File: src/rtl/result_writeback.sv
// Result write-back buffer: DEPTH-entry {addr, data} FIFO between an accelerator result port and memory,
// with a completion FSM. Optional address-sequence checking is enabled by defining RESULT_WB_ADDR_CHECK_EN.
module result_writeback #(
  parameter int DATA_WIDTH = 64,
  parameter int ADDR_WIDTH = 23,
  parameter int DEPTH      = 8
) (
  input  logic                        clk,
  input  logic                        comp_enb,
  input  logic                        in_wr_enb,
  input  logic [ADDR_WIDTH-1:0]       in_addr,
  input  logic [DATA_WIDTH-1:0]       in_data,
  input  logic                        in_done,
  output logic                        out_valid,
  output logic [ADDR_WIDTH-1:0]       out_addr,
  output logic [DATA_WIDTH-1:0]       out_data,
  input  logic                        out_ready,
  output logic [$clog2(DEPTH):0]      level,
  output logic                        overflow,
  output logic                        addr_err,
  output logic                        wb_done
);

  localparam int PTR_W = $clog2(DEPTH);
  localparam int LVL_W = PTR_W + 1;

  typedef enum logic [1:0] {
    S_IDLE,
    S_RUN,
    S_FLUSH,
    S_DONE
  } state_t;

  logic [ADDR_WIDTH-1:0] r_mem_addr [DEPTH];
  logic [DATA_WIDTH-1:0] r_mem_data [DEPTH];
  logic [PTR_W-1:0]      r_wr_ptr;
  logic [PTR_W-1:0]      r_rd_ptr;
  logic [LVL_W-1:0]      r_level;
  logic                  r_overflow;
  state_t                r_state;
  state_t                w_state_next;

  logic w_full;
  logic w_pop;
  logic w_push;
  logic w_drop;

  assign w_full = (r_level == LVL_W'(DEPTH));
  assign w_pop  = out_valid & out_ready;
  // A full FIFO can still take a write when the head leaves in the same cycle.
  assign w_push = in_wr_enb & (~w_full | w_pop);
  assign w_drop = in_wr_enb & w_full & ~w_pop;

  assign out_valid = (r_level != '0);
  assign out_addr  = r_mem_addr[r_rd_ptr];
  assign out_data  = r_mem_data[r_rd_ptr];
  assign level     = r_level;
  assign overflow  = r_overflow;
  assign wb_done   = (r_state == S_DONE);

  always_ff @(posedge clk) begin
    if (w_push) begin
      r_mem_addr[r_wr_ptr] <= in_addr;
      r_mem_data[r_wr_ptr] <= in_data;
    end
  end

  always_ff @(posedge clk or posedge comp_enb) begin
    if (comp_enb) begin
      r_wr_ptr   <= '0;
      r_rd_ptr   <= '0;
      r_level    <= '0;
      r_overflow <= 1'b0;
    end else begin
      if (w_push) begin
        r_wr_ptr <= r_wr_ptr + 1'b1;
      end
      if (w_pop) begin
        r_rd_ptr <= r_rd_ptr + 1'b1;
      end
      case ({w_push, w_pop})
        2'b10:   r_level <= r_level + 1'b1;
        2'b01:   r_level <= r_level - 1'b1;
        default: r_level <= r_level;
      endcase
      if (w_drop) begin
        r_overflow <= 1'b1;
      end
    end
  end

  always_ff @(posedge clk or posedge comp_enb) begin
    if (comp_enb) begin
      r_state <= S_IDLE;
    end else begin
      r_state <= w_state_next;
    end
  end

  always_comb begin
    w_state_next = r_state;
    case (r_state)
      S_IDLE: begin
        if (in_done) begin
          w_state_next = S_FLUSH;
        end else if (w_push) begin
          w_state_next = S_RUN;
        end
      end
      S_RUN: begin
        if (in_done) begin
          w_state_next = S_FLUSH;
        end
      end
      S_FLUSH: begin
        if ((r_level == '0) && !w_push) begin
          w_state_next = S_DONE;
        end
      end
      S_DONE: begin
        if (w_push) begin
          w_state_next = S_RUN;
        end
      end
      default: w_state_next = S_IDLE;
    endcase
  end

`ifdef RESULT_WB_ADDR_CHECK_EN
  logic [ADDR_WIDTH-1:0] r_prev_addr;
  logic                  r_prev_vld;
  logic                  r_addr_err;

  // Only accepted pushes advance the expected address; the first one after reset just seeds it.
  always_ff @(posedge clk or posedge comp_enb) begin
    if (comp_enb) begin
      r_prev_addr <= '0;
      r_prev_vld  <= 1'b0;
      r_addr_err  <= 1'b0;
    end else if (w_push) begin
      if (r_prev_vld && (in_addr != r_prev_addr + 1'b1)) begin
        r_addr_err <= 1'b1;
      end
      r_prev_addr <= in_addr;
      r_prev_vld  <= 1'b1;
    end
  end

  assign addr_err = r_addr_err;
`else
  assign addr_err = 1'b0;
`endif

endmodule

File: config.mk
export PLATFORM = sky130hd
export DESIGN_NAME = result_writeback
export DESIGN_NICKNAME = d
export VERILOG_FILES = /design/src/rtl/result_writeback.sv
export SDC_FILE = /design/constraint.sdc
export NUM_CORES = 1
export LEC_CHECK = 0
export CELL_PAD_IN_SITES_DETAIL_PLACEMENT = 1
export CELL_PAD_IN_SITES_GLOBAL_PLACEMENT = 2
export CORE_AREA = 2 2 243 245
export DETAILED_ROUTE_END_ITERATION = 10
export DIE_AREA = 0 0 245 247
export HOLD_SLACK_MARGIN = 0.03
export PLACE_DENSITY_LB_ADDON = 0.12
export REMOVE_ABC_BUFFERS = 1
export SLEW_MARGIN = 15
export SYNTH_ARGS = -nofsm -noshare
export SYNTH_HDL_FRONTEND = slang
export SYNTH_SLANG_ARGS = --single-unit
File: constraint.sdc
create_clock -name clk -period 11.9 [get_ports clk]
set_input_delay 2.38 -clock clk [delete_from_list [all_inputs] [get_ports clk]]
set_output_delay 2.38 -clock clk [all_outputs]
set_load 0.01 [all_outputs]
Yosys cells after proc, flatten, opt, wreduce, memory -nomap -nowiden
Memory sizes are Yosys's and may differ from the RTL's.
Cells that the tools add are included.
{"block": "totals", "reg_bits": 13, "n_memories": 2, "wordCells": 41, "ram_bits": 696, "in_bits": 92, "out_inout_bits": 95}
{"memory": "r_mem_data", "words": 8, "word_bits": 64, "read_ports": 1, "rd_clocked_by_memory_dff": 0, "wr": 1, "line": "35", "text": "logic [DATA_WIDTH-1:0] r_mem_data [DEPTH];"}
{"memory": "r_mem_addr", "words": 8, "word_bits": 23, "read_ports": 1, "rd_clocked_by_memory_dff": 0, "wr": 1, "line": "34", "text": "logic [ADDR_WIDTH-1:0] r_mem_addr [DEPTH];"}
{"block": "classes", "bitwise_logic": 7, "mux": 8, "eq_ne": 8, "n_reduce_logical": 7, "add_sub_neg": 4}
{"cell": "$mux 2", "n": 4}
{"cell": "$pmux 2 s4", "n": 1}
{"cell": "$pmux 4 s2", "n": 1}
{"cell": "$add 3x1->3 const B", "n": 2}
{"cell": "$eq 2x2->1 const B", "n": 3}
{"cell": "$add 4x1->4 const B", "n": 1}
{"cell": "$and 1x1->1", "n": 4}
{"cell": "$eq 2x1->1 const B", "n": 2}
{"cell": "$eq 4x4->1 const B", "n": 1}
{"cell": "$logic_not 4->1", "n": 1}
{"cell": "$ne 2x2->1 const B", "n": 2}
{"cell": "$reduce_bool 4->1", "n": 1}
{"cell": "$sub 4x1->4 const B", "n": 1}
{"cell": "$logic_not 2->1", "n": 1}
{"cell": "$mux 1", "n": 2}
{"cell": "$not 1->1", "n": 2}
{"cell": "$reduce_and 2->1", "n": 1}
{"cell": "$reduce_bool 2->1", "n": 1}
{"cell": "$logic_and 1x1->1", "n": 1}
{"cell": "$logic_not 1->1", "n": 1}
{"cell": "$or 1x1->1", "n": 1}

Logic depth before layout (Yosys ltp)
{"block": "logic_depth", "word_depth": 8, "ltp_mapped": 8, "depth_no_buf": 7}

Worst setup path before layout
No wires, ideal clock.
{"block": "synth_timing", "path_type": "in2reg", "start": "input port in_wr_enb", "end": "memory r_mem_addr[0][0], enable pin", "slack_ns": 0.150, "arrival_time_ns": 11.004, "stages": 3, "t_required_ns": 11.154, "path_buffers": 1, "path_cell_list": "clkbuf_1 nand2_1 nor4_1"}
{"block": "synth_via", "elab_chain_cells": 3}
{"element": "start, declared", "line": "10", "text": "input logic in_wr_enb,"}
{"element": "$and 1x1->1", "line": "51", "text": "assign w_push = in_wr_enb & (~w_full | w_pop);"}
{"element": "$mux 1", "line": "62", "text": "if (w_push) begin"}
{"element": "$mux 1 (implied by the code)", "line": "63", "text": "r_mem_addr[r_wr_ptr] <= in_addr;"}
{"element": "end, declared", "line": "34"}
Every way passes these cells.

Worst setup path in the final report
{"block": "layout_timing", "start": "register r_rd_ptr[0]", "end": "output port out_data[30]"}
{"block": "layout_via", "elab_chain_cells": 1}
{"element": "start, declared", "line": "37", "text": "logic [PTR_W-1:0] r_rd_ptr;"}
{"element": "start signal, assigned", "line": "79", "text": "r_rd_ptr <= r_rd_ptr + 1'b1;"}
{"element": "$mem_v2 8x64"}
{"element": "end, declared", "line": "16", "text": "output logic [DATA_WIDTH-1:0] out_data,"}
Every way passes these cells.

==> qor.yml <==
status: "finished clean"
nFillCells: 4915
design_power_total_mw: 8.032
clkTransAtPathRegs_ns: 0.06
report.final.slew_viol_count: 0
clock_sink_count: 709
holdBufCountCts: 0
post_synth_top_area_share_pct: 77.77
detail_route.first_pass.iterations: 4
drt-total-wl_um: 57640
unrepaired_setup_endpoints_after_global_routing: "false"
place_congestion: 0.7086
stdcell_area_um2: 31920
totalNegativeSetupSlack_ns: 0
placeableCoreArea_um2: 58240
max_stage_delay_ns: 1.00
clock-root-buffer: "clkbuf_16"
asyncSetResetFlopFracSynth_pct: 1.834
worst_slew_pin_slew_ns: 1.047
dieWidth_um: 245
whs_path_depth: 1
dr_total_vias: 11940
synth_ff_type: "edfxtp_1"
detail_route.vias_per_cell: 5.560
number_of_global_route_vias_before_repair: 13270
rr_startpoint: "level[1]$_DFFE_PP0P_"
cts_buffers: 74
setup.worst_path.start_class: "flop"
timing.final.crit_period_ns: 6.336
synth.cell_area_um2: 26880
area_growth_pct: 18.79
worst-setup-path-type: "flop to output pin"
critical_path.endpoint: "out_data[30]"
io-pin-count: 187
synth.distinct_cells: 34
remaining_routing_drc_violations: 0
cp_data_required_time_ns: 9.52
dpl.hpwl_um: 30940
clock_tree_from_tritoncts: "done"
cts_buffer_depth: 3
worst_path_max_delay_cell: "dfrtp_4"
cp.arrival_ns: 3.96
critical_path.endpoint_type: "output pin"
path_cells: "buf_12 -> mux4_2 -> mux2_2 -> clkdlybuf4s50_1"
grt_overflow: 0
worst_slew_margin_rel_pct: 30.18
port-buffer-count: 185
route.detailed.wl_per_inst_um: 26.83
std_cell_rows: 89
worst_skew_pair.late_latency_ns: 0.61
cts_setup_buffers: 0
synth_warnings: 0
grt.total_usage_pct: 19.64
die_h_um: 247
sequential_to_total_area_share_from_yosys_stat_pct: 78.98
layout-drive-gt1-share_pct: 29.38
leak_pwr_nw: 10.08
power.density_cell_area_nw_per_um2: 251.6
flop_to_flop_setup_slack_ns: 7.98
fin_crit_sh_pct: 53.25
cts-resized-gates: 0
setup_skew_ns: 0.02448
synth.avg_cell_area_um2: 24.70
initial_antenna_violation_count: 6
netlist.top_cell.by_area: "edfxtp_1"
rr_endpoint: "r_mem_data[7][25]$_DFFE_PP_"
grt_first_pass_wirelength_um: 86840
max_fclk_ghz: 0.1578
synth_area_leaders: "edfxtp_1 78%, mux4_2 15%, mux2_2 3.7%"
clock_tree.htree_level_count: 3
die-area_um2: 60520
antenna_nets_post_route: 0
hold_class: "flop to flop"
1st_iter_drt_viols: 776
pin_count_of_the_biggest_net_entering_global_routing: 103
detailed_place.area_um2: 29610
cap_violations: 0
finalNetCount: 1416
critical_path.startpoint: "r_rd_ptr[0]$_DFFE_PP0N_"
syn_inst: 1088
ir_drop_mv: 0.1741
synth-seq-cells: 709
floorplan.initialDensity_pct: 46.15
synth-edff-count: 696
final_worst_hold_slack_ns: 0.4743
antenna-diode-count: 0
setup_viol: 0
worstRegToRegCells: 6
final_hold_viol_count: 0
worst-path-max-fanout: 102
-- worst max-delay path: cells and delay by family, from the launching register on --
kind | cells | cell delay, ns
buffers and inverters | 2 | 1.17
DFF | 1 | 1.00
muxes | 2 | 0.88
-- cell usage after synthesis, types with 2 or more instances --
library cell	count
edfxtp_1	696
mux4_2	174
mux2_2	89
buf_6	17
buf_1	14
clkbuf_1	14
dfrtp_1	13
nor2_1	8
buf_2	6
nand2_1	6
nor3_1	6
o21ai_0	5
xnor2_1	5
a21oi_1	4
inv_1	4
ha_1	3
nand2b_1	3
and2_1	2
nand3_1	2
nor4_1	2
xor2_1	2
-- layout make-up --
cell class	count	area, um^2	share of cell area (%)
inverters	4	15.01	0.04703
flip-flops and latches	709	21240	66.52
clock inverters	39	345.3	1.082
well taps	773	967.2	3.030
clock buffers	91	1946	6.094
repair buffers	209	2064	6.467
multi-input cells	323	5350	16.76
-- cells in the final DEF, fill, tap and decap left out, types with 3 or more instances in the layout --
cell,Yosys,layout
xnor2_1,5,5
nor3_2,0,4
dfrtp_1,13,10
inv_6,0,6
clkbuf_1,14,14
clkbuf_8,0,3
clkinv_2,0,13
mux4_2,174,174
clkinv_1,0,12
edfxtp_1,696,696
buf_4,1,22
o21ai_0,5,5
nor2_1,8,5
nand2_1,6,6
bufinv_16,0,5
ha_1,3,3
a21oi_1,4,4
clkbuf_16,0,74
mux2_2,89,89
nor2_4,0,3
clkdlybuf4s50_1,0,185
dfrtp_4,0,3
nand2b_1,3,3
inv_1,4,4
-- power by group --
part           total [mW]  leakage [nW]  internal (mW)  switching (mW)
sequential           3.33          6.48           3.14           0.194
combinational        2.50          2.48           1.34            1.16
clock                2.20          1.13           1.27           0.930
-- flip-flops by register name (all words and copies together), names as in the netlist --
register / cells
r_mem_data: 512
r_mem_addr: 184
level: 4
r_rd_ptr: 3
r_wr_ptr: 3
r_state: 2
overflow: 1
-- cells by family (layout without fill, tap and decap cells) --
logic type	Yosys count	count (layout)	share of synthesized area (%)
flops	709	709	78.98
simple gates	34	34	0.6751
compound gates	14	14	0.3166
mux	264	264	18.35
buf+inv	56	343	1.299
xor+xnor	7	7	0.2281
fa+ha+maj	3	3	0.1397
other cells	1	1	0.01395
-- metal layers --
metal  GRT usage, %  vias up  wire [um]
met5              0        -         83
met4          5.291       12        930
met3          4.157       81       2809
met2          32.21      247      29070
met1          26.96     6485      24750
li1               -     5118          -
-- how the worst min path moves through the flow --
stage                                start                     end  slack (ns)
finish                overflow$_DFFE_PP0P_    overflow$_DFFE_PP0P_        0.47
global route          overflow$_DFFE_PP0P_    overflow$_DFFE_PP0P_        0.50
CTS                   overflow$_DFFE_PP0P_    overflow$_DFFE_PP0P_        0.48
detailed placement    overflow$_DFFE_PP0P_    overflow$_DFFE_PP0P_        0.46
global placement      overflow$_DFFE_PP0P_    overflow$_DFFE_PP0P_        0.48
floorplan           r_state[0]$_DFFE_PP0P_  r_state[0]$_DFFE_PP0P_        0.49
-- through the flow --
| step | worst slack (ns) | cells | utilization (%) |
|---|---|---|---|
| floorplan | 0.3613 | 1036 | - |
| global placement | 5.521 | 2017 | 50.83 |
| detailed placement | 5.397 | 2017 | 50.83 |
| CTS | 5.433 | 2147 | 54.77 |
| global route | 5.270 | 2148 | 54.82 |
| finish | 5.564 | 2148 | 54.82 |
Note: power is estimated with default switching activity, not from simulation.
